$ cat src/rtl/usb_pkg.sv
// Shared definitions for the USB full-speed receive path: receiver states,
// buffer sizing and byte-lane write-enable encodings.
package usb_pkg;

  localparam int unsigned USB_PACKET_BUFFER_SIZE = 1024;

  typedef enum logic [2:0] {
    IDLE,
    SYNC,
    DATA,
    EOP,
    DROP
  } rx_state_t;

  localparam logic [2:0] SECT_NONE  = 3'b000;
  localparam logic [2:0] SECT_BYTE0 = 3'b001;
  localparam logic [2:0] SECT_HALF  = 3'b011;
  localparam logic [2:0] SECT_WORD  = 3'b111;

  // Lane enables for a trailing word holding 'nbytes' valid bytes.
  function automatic logic [2:0] flush_sections(input logic [1:0] nbytes);
    case (nbytes)
      2'd1:    return SECT_BYTE0;
      2'd2:    return SECT_HALF;
      2'd3:    return SECT_WORD;
      default: return SECT_NONE;
    endcase
  endfunction

endpackage

$ cat src/rtl/usb_nrzi_unstuff.sv
// NRZI decoder with bit unstuffing; decode results are combinational on the
// strobe cycle so the packet FSM can act on the same edge.
module usb_nrzi_unstuff (
  input  logic clk48,
  input  logic rst,
  input  logic bit_valid,
  input  logic rx_j,
  input  logic rx_se0,
  input  logic unstuff_en,
  output logic data_bit,
  output logic data_valid,
  output logic stuff_error
);

  logic       prev_j;
  logic [2:0] ones;
  logic       live;
  logic       stuff_slot;

  always_comb begin
    live        = bit_valid && !rx_se0;
    stuff_slot  = unstuff_en && (ones == 3'd6);
    data_bit    = (rx_j == prev_j);
    data_valid  = live && !stuff_slot;
    stuff_error = live && stuff_slot && data_bit;
  end

  // SE0 returns the reference level to J so the next packet decodes from idle.
  always_ff @(posedge clk48) begin
    if (rst) begin
      prev_j <= 1'b1;
      ones   <= '0;
    end else if (bit_valid) begin
      if (rx_se0) begin
        prev_j <= 1'b1;
        ones   <= '0;
      end else begin
        prev_j <= rx_j;
        if (!unstuff_en || stuff_slot || !data_bit) begin
          ones <= '0;
        end else begin
          ones <= ones + 3'd1;
        end
      end
    end
  end

endmodule

$ cat src/rtl/usb_rx_packet_writer.sv
// USB full-speed packet receiver: sync detection, byte assembly and
// little-endian word writes into a packet buffer, with a done pulse.
module usb_rx_packet_writer #(
  parameter int unsigned BUFFER_BYTES = usb_pkg::USB_PACKET_BUFFER_SIZE
) (
  input  logic        clk48,
  input  logic        rst,
  input  logic        bit_valid,
  input  logic        rx_j,
  input  logic        rx_se0,
  input  logic        rx_enable,
  output logic [7:0]  buf_wr_addr,
  output logic [31:0] buf_wr_data,
  output logic [2:0]  buf_wr_sections,
  output logic        packet_ready,
  output logic [10:0] packet_length,
  output logic        packet_error
);
  import usb_pkg::*;

  localparam logic [10:0] CAP = 11'(BUFFER_BYTES);

  rx_state_t   state;
  logic [1:0]  sync_zeros;
  logic [2:0]  bit_cnt;
  logic [6:0]  shift;
  logic [23:0] word;
  logic [10:0] byte_cnt;
  logic        pkt_err;
  logic        report;
  logic        drop_se0;
  logic        ready_pend;

  logic        data_bit;
  logic        data_valid;
  logic        stuff_error;
  logic [7:0]  new_byte;
  logic        finish;
  logic        do_report;

  usb_nrzi_unstuff u_nrzi (
    .clk48       (clk48),
    .rst         (rst),
    .bit_valid   (bit_valid),
    .rx_j        (rx_j),
    .rx_se0      (rx_se0),
    .unstuff_en  (state == DATA),
    .data_bit    (data_bit),
    .data_valid  (data_valid),
    .stuff_error (stuff_error)
  );

  always_comb begin
    new_byte  = {data_bit, shift};
    finish    = bit_valid && !rx_se0 && rx_j &&
                ((state == EOP) || ((state == DROP) && drop_se0));
    do_report = (state == EOP) || report;
  end

  always_ff @(posedge clk48) begin
    if (rst) begin
      state           <= IDLE;
      sync_zeros      <= '0;
      bit_cnt         <= '0;
      shift           <= '0;
      word            <= '0;
      byte_cnt        <= '0;
      pkt_err         <= 1'b0;
      report          <= 1'b0;
      drop_se0        <= 1'b0;
      ready_pend      <= 1'b0;
      buf_wr_addr     <= '0;
      buf_wr_data     <= '0;
      buf_wr_sections <= SECT_NONE;
      packet_ready    <= 1'b0;
      packet_length   <= '0;
      packet_error    <= 1'b0;
    end else begin
      buf_wr_sections <= SECT_NONE;
      packet_ready    <= 1'b0;
      ready_pend      <= 1'b0;

      if (ready_pend) begin
        packet_ready  <= 1'b1;
        packet_length <= byte_cnt;
        packet_error  <= pkt_err;
      end

      if (finish) begin
        state <= IDLE;
        if (do_report) begin
          ready_pend <= 1'b1;
          if (byte_cnt[1:0] != 2'd0) begin
            buf_wr_addr     <= byte_cnt[9:2];
            buf_wr_data     <= {8'h00, word};
            buf_wr_sections <= flush_sections(byte_cnt[1:0]);
          end
        end
      end else if (bit_valid) begin
        unique case (state)
          IDLE: begin
            if (!rx_se0 && !rx_j) begin
              if (rx_enable) begin
                state      <= SYNC;
                sync_zeros <= 2'd1;
                bit_cnt    <= '0;
                byte_cnt   <= '0;
                word       <= '0;
                pkt_err    <= 1'b0;
              end else begin
                state    <= DROP;
                report   <= 1'b0;
                drop_se0 <= 1'b0;
              end
            end
          end
          SYNC: begin
            if (rx_se0) begin
              state <= IDLE;
            end else if (data_bit) begin
              if (sync_zeros == 2'd3) begin
                state <= DATA;
              end else begin
                state    <= DROP;
                report   <= 1'b1;
                drop_se0 <= 1'b0;
                pkt_err  <= 1'b1;
              end
            end else if (sync_zeros != 2'd3) begin
              sync_zeros <= sync_zeros + 2'd1;
            end
          end
          DATA: begin
            if (rx_se0) begin
              state <= EOP;
              if (bit_cnt != 3'd0) pkt_err <= 1'b1;
            end else if (stuff_error) begin
              state    <= DROP;
              report   <= 1'b1;
              drop_se0 <= 1'b0;
              pkt_err  <= 1'b1;
            end else if (data_valid) begin
              shift   <= new_byte[7:1];
              bit_cnt <= bit_cnt + 3'd1;
              if (bit_cnt == 3'd7) begin
                // Bytes past capacity are dropped but keep the packet alive.
                if (byte_cnt == CAP) begin
                  pkt_err <= 1'b1;
                end else begin
                  byte_cnt <= byte_cnt + 11'd1;
                  unique case (byte_cnt[1:0])
                    2'd0: word[7:0]   <= new_byte;
                    2'd1: word[15:8]  <= new_byte;
                    2'd2: word[23:16] <= new_byte;
                    default: begin
                      buf_wr_addr     <= byte_cnt[9:2];
                      buf_wr_data     <= {new_byte, word};
                      buf_wr_sections <= SECT_WORD;
                      word            <= '0;
                    end
                  endcase
                end
              end
            end
          end
          EOP: begin
          end
          DROP: begin
            if (rx_se0) drop_se0 <= 1'b1;
          end
          default: state <= IDLE;
        endcase
      end
    end
  end

endmodule
$ cat config.mk
export PLATFORM = sky130hd
export DESIGN_NAME = usb_rx_packet_writer
export DESIGN_NICKNAME = d
export VERILOG_FILES = /design/src/rtl/usb_pkg.sv /design/src/rtl/usb_nrzi_unstuff.sv /design/src/rtl/usb_rx_packet_writer.sv
export SDC_FILE = /design/constraint.sdc
export NUM_CORES = 1
export LEC_CHECK = 0
export ABC_AREA = 1
export CAP_MARGIN = 40
export CORE_MARGIN = 1
export CORE_UTILIZATION = 30
export DETAILED_ROUTE_END_ITERATION = 8
export GPL_ROUTABILITY_DRIVEN = 0
export PLACE_DENSITY = 0.59
export SLEW_MARGIN = 25
export SYNTH_ARGS = -nofsm -noshare
export SYNTH_HDL_FRONTEND = slang
export SYNTH_SLANG_ARGS = --single-unit
$ cat constraint.sdc
create_clock -name clk48 -period 2.4 [get_ports clk48]
set_input_delay 0.48 -clock clk48 [delete_from_list [all_inputs] [get_ports clk48]]
set_output_delay 0.48 -clock clk48 [all_outputs]
set_load 0.02 [all_outputs]
# Word level (Yosys, flattened, before mapping)
# Index checks and enable logic that the tools add are counted.
# totals
inputBits	6
romBits	0
word_cells	222
regBits	114
mem_bits_rw	0
memories	0
latchBits	0
# op_classes
mul	0
mux	102
bitwise_logic	4
shift	0
reduce_logical	49
add_sub_neg	4
n_lt_le_gt_ge	0
n_eq_ne	43
div_mod_pow	0
# op_table
operator	n
2-to-1 mux 32 bit	11
2-to-1 mux 24 bit	7
2-to-1 mux 8 bit	11
2-to-1 mux 11 bit	7
2-to-1 mux 3 bit	25
one-hot mux 24 bit (2 select lines)	1
one-hot mux 8 bit (2 select lines)	3
AND reduction 11 bit	4
!= test 2 bit, second input constant	20
AND reduction 10 bit	3
2-to-1 mux 1 bit	24
one-hot mux 11 bit (2 select lines)	1
AND reduction 8 bit	2
nonzero test 2 bit	7
!= test 4 bit, second input constant	3
one-hot mux 3 bit (4 select lines)	1
AND reduction 12 bit	1
OR reduction 2 bit	6
adder 11 x 1 -> 11 bit, second input constant	1
equality test 11 bit, second input constant	1
2-to-1 mux 2 bit	5
!= test 2 x 1 -> 1 bit, second input constant	5
equality test 3 bit, second input constant	3
logical AND 1 bit	9
23 further kinds	41

# Logic depth before layout (Yosys ltp)
# logic_depth
ltp_word	11
depth_mapped	13

# Hierarchy
# Synthesis repeated with hierarchy kept, for this count alone.
# unflattened
hier_cells	802
hier_area_um2	5560.3
# modules_own_cells
mod	cells_each	n_inst	area_per_inst_um2
usb_rx_packet_writer	760	1	5293.8
usb_nrzi_unstuff	42	1	266.5

# Worst setup path after synthesis
# Ideal clock, no wire load.
# synth_path
path_type	flip-flop to flip-flop
from	register byte_cnt[0]
to	register word[22]
path_stages_with_launch	12
arrival_ps	1648
required_ps	2285
setup_time_ps	115
path_slack_ps	637
path_buffers	1
path_cell_list	dfxtp_1 -> inv_1 -> ha_1 -> inv_1 -> nand2_1 -> a21oi_1 -> nand3_1 -> nor2_4 -> buf_6 -> nand3_1 -> nand2_1 -> nor2_1
# synth_between
elab_chain_cells	9
word_cells_on_any_way	15
# synth_lines
item	line_no	rtl
start: declaration	usb_rx_packet_writer.sv:28	logic [10:0] byte_cnt;
start signal: assignment	usb_rx_packet_writer.sv:150	byte_cnt <= byte_cnt + 11'd1;
equality test 2 x 1 -> 1 bit or logical NOT 2 bit (tied branches)	usb_rx_packet_writer.sv:151	unique case (byte_cnt[1:0])
OR reduction 2 bit (no line)	-	
one-hot mux 8 bit (2 select lines)	usb_rx_packet_writer.sv:151	
2-to-1 mux 24 bit	usb_rx_packet_writer.sv:147	if (byte_cnt == CAP) begin
2-to-1 mux 24 bit	usb_rx_packet_writer.sv:145	if (bit_cnt == 3'd7) begin
2-to-1 mux 24 bit	usb_rx_packet_writer.sv:142	end else if (data_valid) begin
2-to-1 mux 24 bit	usb_rx_packet_writer.sv:137	end else if (stuff_error) begin
2-to-1 mux 24 bit	usb_rx_packet_writer.sv:134	if (rx_se0) begin
one-hot mux 24 bit (2 select lines)	usb_rx_packet_writer.sv:100	unique case (state)
end signal: assignment	usb_rx_packet_writer.sv:154	2'd2: word[23:16] <= new_byte;
end: declaration	usb_rx_packet_writer.sv:27	logic [23:0] word;
# Parallel ways exist; a longest one is shown, timed or not. The select of a mux whose other input is x is not followed.
# A chain may end at the register's enable or synchronous reset.

# Final worst setup path
# layout_path
from	register byte_cnt[0]
to	register word[18]
# The elaborated chain is that of the path after synthesis.

==> flow_summary.yaml <==
sta:
  finalSetupTns_ns: 0
  worst_pin_slew_ns: 0.716
  rsz0062_at_grt: "false"
  final_hold_viol_count: 0
  max-slew-margin-rel_pct: 52.2
  period_needed_ns: 2.15
  fin_skew_ns: 0.0165
  setup_viol: 0
  final_max_slew_viol_count: 0
  finalCritPeriodShare_pct: 89.8
  timing.fmax_mhz: 464
cts:
  cts_buffers: 17
  clk_latency_ns: 0.42
  cts_sinks: 114
  postCtsSetupBuffers: 0
  h-tree-depth: 4
  clkTransAtPathRegs_ns: 0.05
  clockBufferDepth: 2
  cts_hold_buf: 0
  cts_root_buffer: "clkbuf_16"
  cts_tree: "done"
  cts_resized: 0
power:
  seq_power_share_pct: 34.3
  p_comb_share_pct: 29.3
  p_int_uw: 4530
  p_per_area_nw_per_um2: 990
  p_clk_share_pct: 36.4
  power_switching_uw: 2470
  vdd_drop_max_v: 0.000573
  p_leak_uw: 0.00282
  p_sw_share_pct: 35.3
place:
  dp_hpwl_um: 9810
  io_buffers: 61
  dp.cells: 1100
  place_area_um2: 6480
yosys:
  synth_area_leader_cell: "dfxtp_1"
  syn_avg_cell_area_um2: 6.72
  synth_edf_count: 0
  async_reset_ff_share_pct: 0
  synth_common_cells: "nand2_1, nor2_1, dfxtp_1, a21oi_1, nand3_1"
  synth_seq_area_share_pct: 40.8
  synth.most_common_cell: "nand2_1"
  synthTopCellsByArea: "dfxtp_1, nand2_1, nor2_1"
  netlist_area_um2: 5590
  synth_top_flop_cell: "dfxtp_1"
  ys_ff_latch: 114
  synth_top_area_share_pct: 40.8
  synth_warnings: 0
  syn-num-nets: 850
  synth_cell_type_count: 32
  synth_cells: 832
drt:
  ant_nets: 0
  drt_iter0_drc: 419
  first_pass_iters: 7
  wl_per_cell_um: 12.3
  vias: 5238
  routed_wl_um: 14000
  vias_per_cell: 4.63
  drc_errors: 6
run:
  drv_cap: 0
hold_path:
  min_path_type: "flip-flop to flip-flop"
  hold_depth: 2
  hold_end: "drop_se0"
  holdCritStartpoint: "drop_se0"
finish:
  finalNonFillerCells: 1131
  layout.nets: 908
  antenna_cells: 0
  drive_above_1_share_pct: 8.54
  syn_to_final_growth_pct: 26.5
  fill_cells: 1892
  stdcell_area_um2: 7070
die:
  core_um2: 18100
  die_h_um: 139
  start_util_pct: 30.9
  ios: 62
  dieArea_um2: 19200
  die_w_um: 139
  rows: 49
grt:
  busiest_layer: "met2"
  grt_use_met2_pct: 24.4
  use_met1_pct: 20.8
  overflow: 0
  track_usage_pct: 15.7
  grt_max_degree: 58
  grt_pass1_wl_um: 24400
  grt_pass1_vias: 4972
  grtUsageMet3_pct: 4.95
  antenna_found_initial: 0
setup_path:
  critPathCaptureType: "flip-flop"
  crit_slowest_cell: "dfxtp_1"
  worst-setup-path-type: "flip-flop to flip-flop"
  crit_chain: "inv_1 -> ha_1 -> inv_1 -> nand2_1 -> a21oi_1 -> nand3_1 -> nor2_4 -> nand3_1 -> nand2_1 -> nor2_1"
  reg2reg_from: "byte_cnt[0]"
  arrival_ns: 2.46
  startpoint_type: "flip-flop"
  worst-r2r-cell-count: 10
  path_buf_inv: 2
  reg2reg_setup_slack_ns: 0.25
  required_ns: 2.70
  r2r-end: "word[18]"
  max_stage_delay_ns: 0.47
  cp_top_family: "simple AND/OR/NAND/NOR gates"
  path_max_fanout: 16
status:
  status: "finished, violations left"
  violations: "design-rule violations"
final cells by class:
cell class              instances  area, um2  share of cell area (%)
multi-input cells             599       2800                    39.6
repair buffers                 79        808                    11.4
well taps                     229        287                    4.05
inverters                      79        299                    4.23
clock buffers                  22        464                    6.56
flip-flops and latches        114       2280                    32.3
clock inverters                 9        131                    1.86
per-stage QoR:
stage | util (%) | total power [uW] | hold slack [ns] | worst slack, ns
final | 39.1 | 7000 | 0.461 | 0.246
after global routing | 39.1 | 7530 | 0.493 | 0.000461
after CTS | 39.1 | 7060 | 0.463 | 0.249
after global placement | 35.8 | 4470 | 0.447 | 0.121
after floorplan | - | 4040 | 0.427 | 0.637
after detailed placement | 35.8 | 4480 | 0.450 | 0.0718
worst max-delay path by stage:
stage,start,end,slack [ns],depth (start not counted)
floorplan,byte_cnt[0],word[22],0.64,11
global placement,rx_se0,buf_wr_data[10],0.12,11
detailed placement,rx_se0,buf_wr_data[16],0.07,11
CTS,byte_cnt[0],buf_wr_data[16],0.25,10
global route,byte_cnt[0],word[19],0.0005,10
finish,byte_cnt[0],word[18],0.25,10
power groups by stage:
stage                     logic (uW)  clock network [uW]  registers, uW
after global placement          2030                   0           2440
after detailed placement        2040                   0           2440
after CTS                       2050                2610           2400
after floorplan                 1680                   0           2360
after global routing            2380                2700           2450
final                           2050                2550           2400
state kept, by name, summed over array words and instances (netlist names):
name,cells
buf_wr_data,32
word,24
byte_cnt,11
packet_length,11
buf_wr_addr,8
shift,7
bit_cnt,3
buf_wr_sections,3
state,3
u_nrzi.ones,3
sync_zeros,2
drop_se0,1
packet_error,1
packet_ready,1
pkt_err,1
ready_pend,1
report,1
u_nrzi.prev_j,1
cells in the final DEF, fill, tap and decap left out, drive strengths merged, types with 4 or more instances in the layout:
cell type,n
nand2,192
nor2,153
dfxtp,114
a21oi,92
nand3,92
inv,77
clkdlybuf4s50,61
o21ai,38
clkbuf,22
buf,18
ha,12
clkinv,5
nor3,5
nand3b,4
routing by layer:
layer  vias to the layer above  routed length [um]
li1                       2777                   -
met1                      2346                6870
met2                        98                6260
met3                        17                 631
met4                         0                 206
met5                         -                   0
cells by family after synthesis:
logic type	Yosys count	synth area share (%)
DFF	114	40.8
AOI/OAI and AO/OA	135	12.3
and+or+nand+nor	449	34.6
adders and majority gates	12	2.69
buffers and inverters	119	9.11
xor gates and xnor gates	3	0.470
tightest hold or removal path, stage by stage (launching register included):
cell	delay (ns)
dfxtp_1	0.31
inv_1	0.05
a21oi_1	0.06
Power figures use the tool's default switching activity.
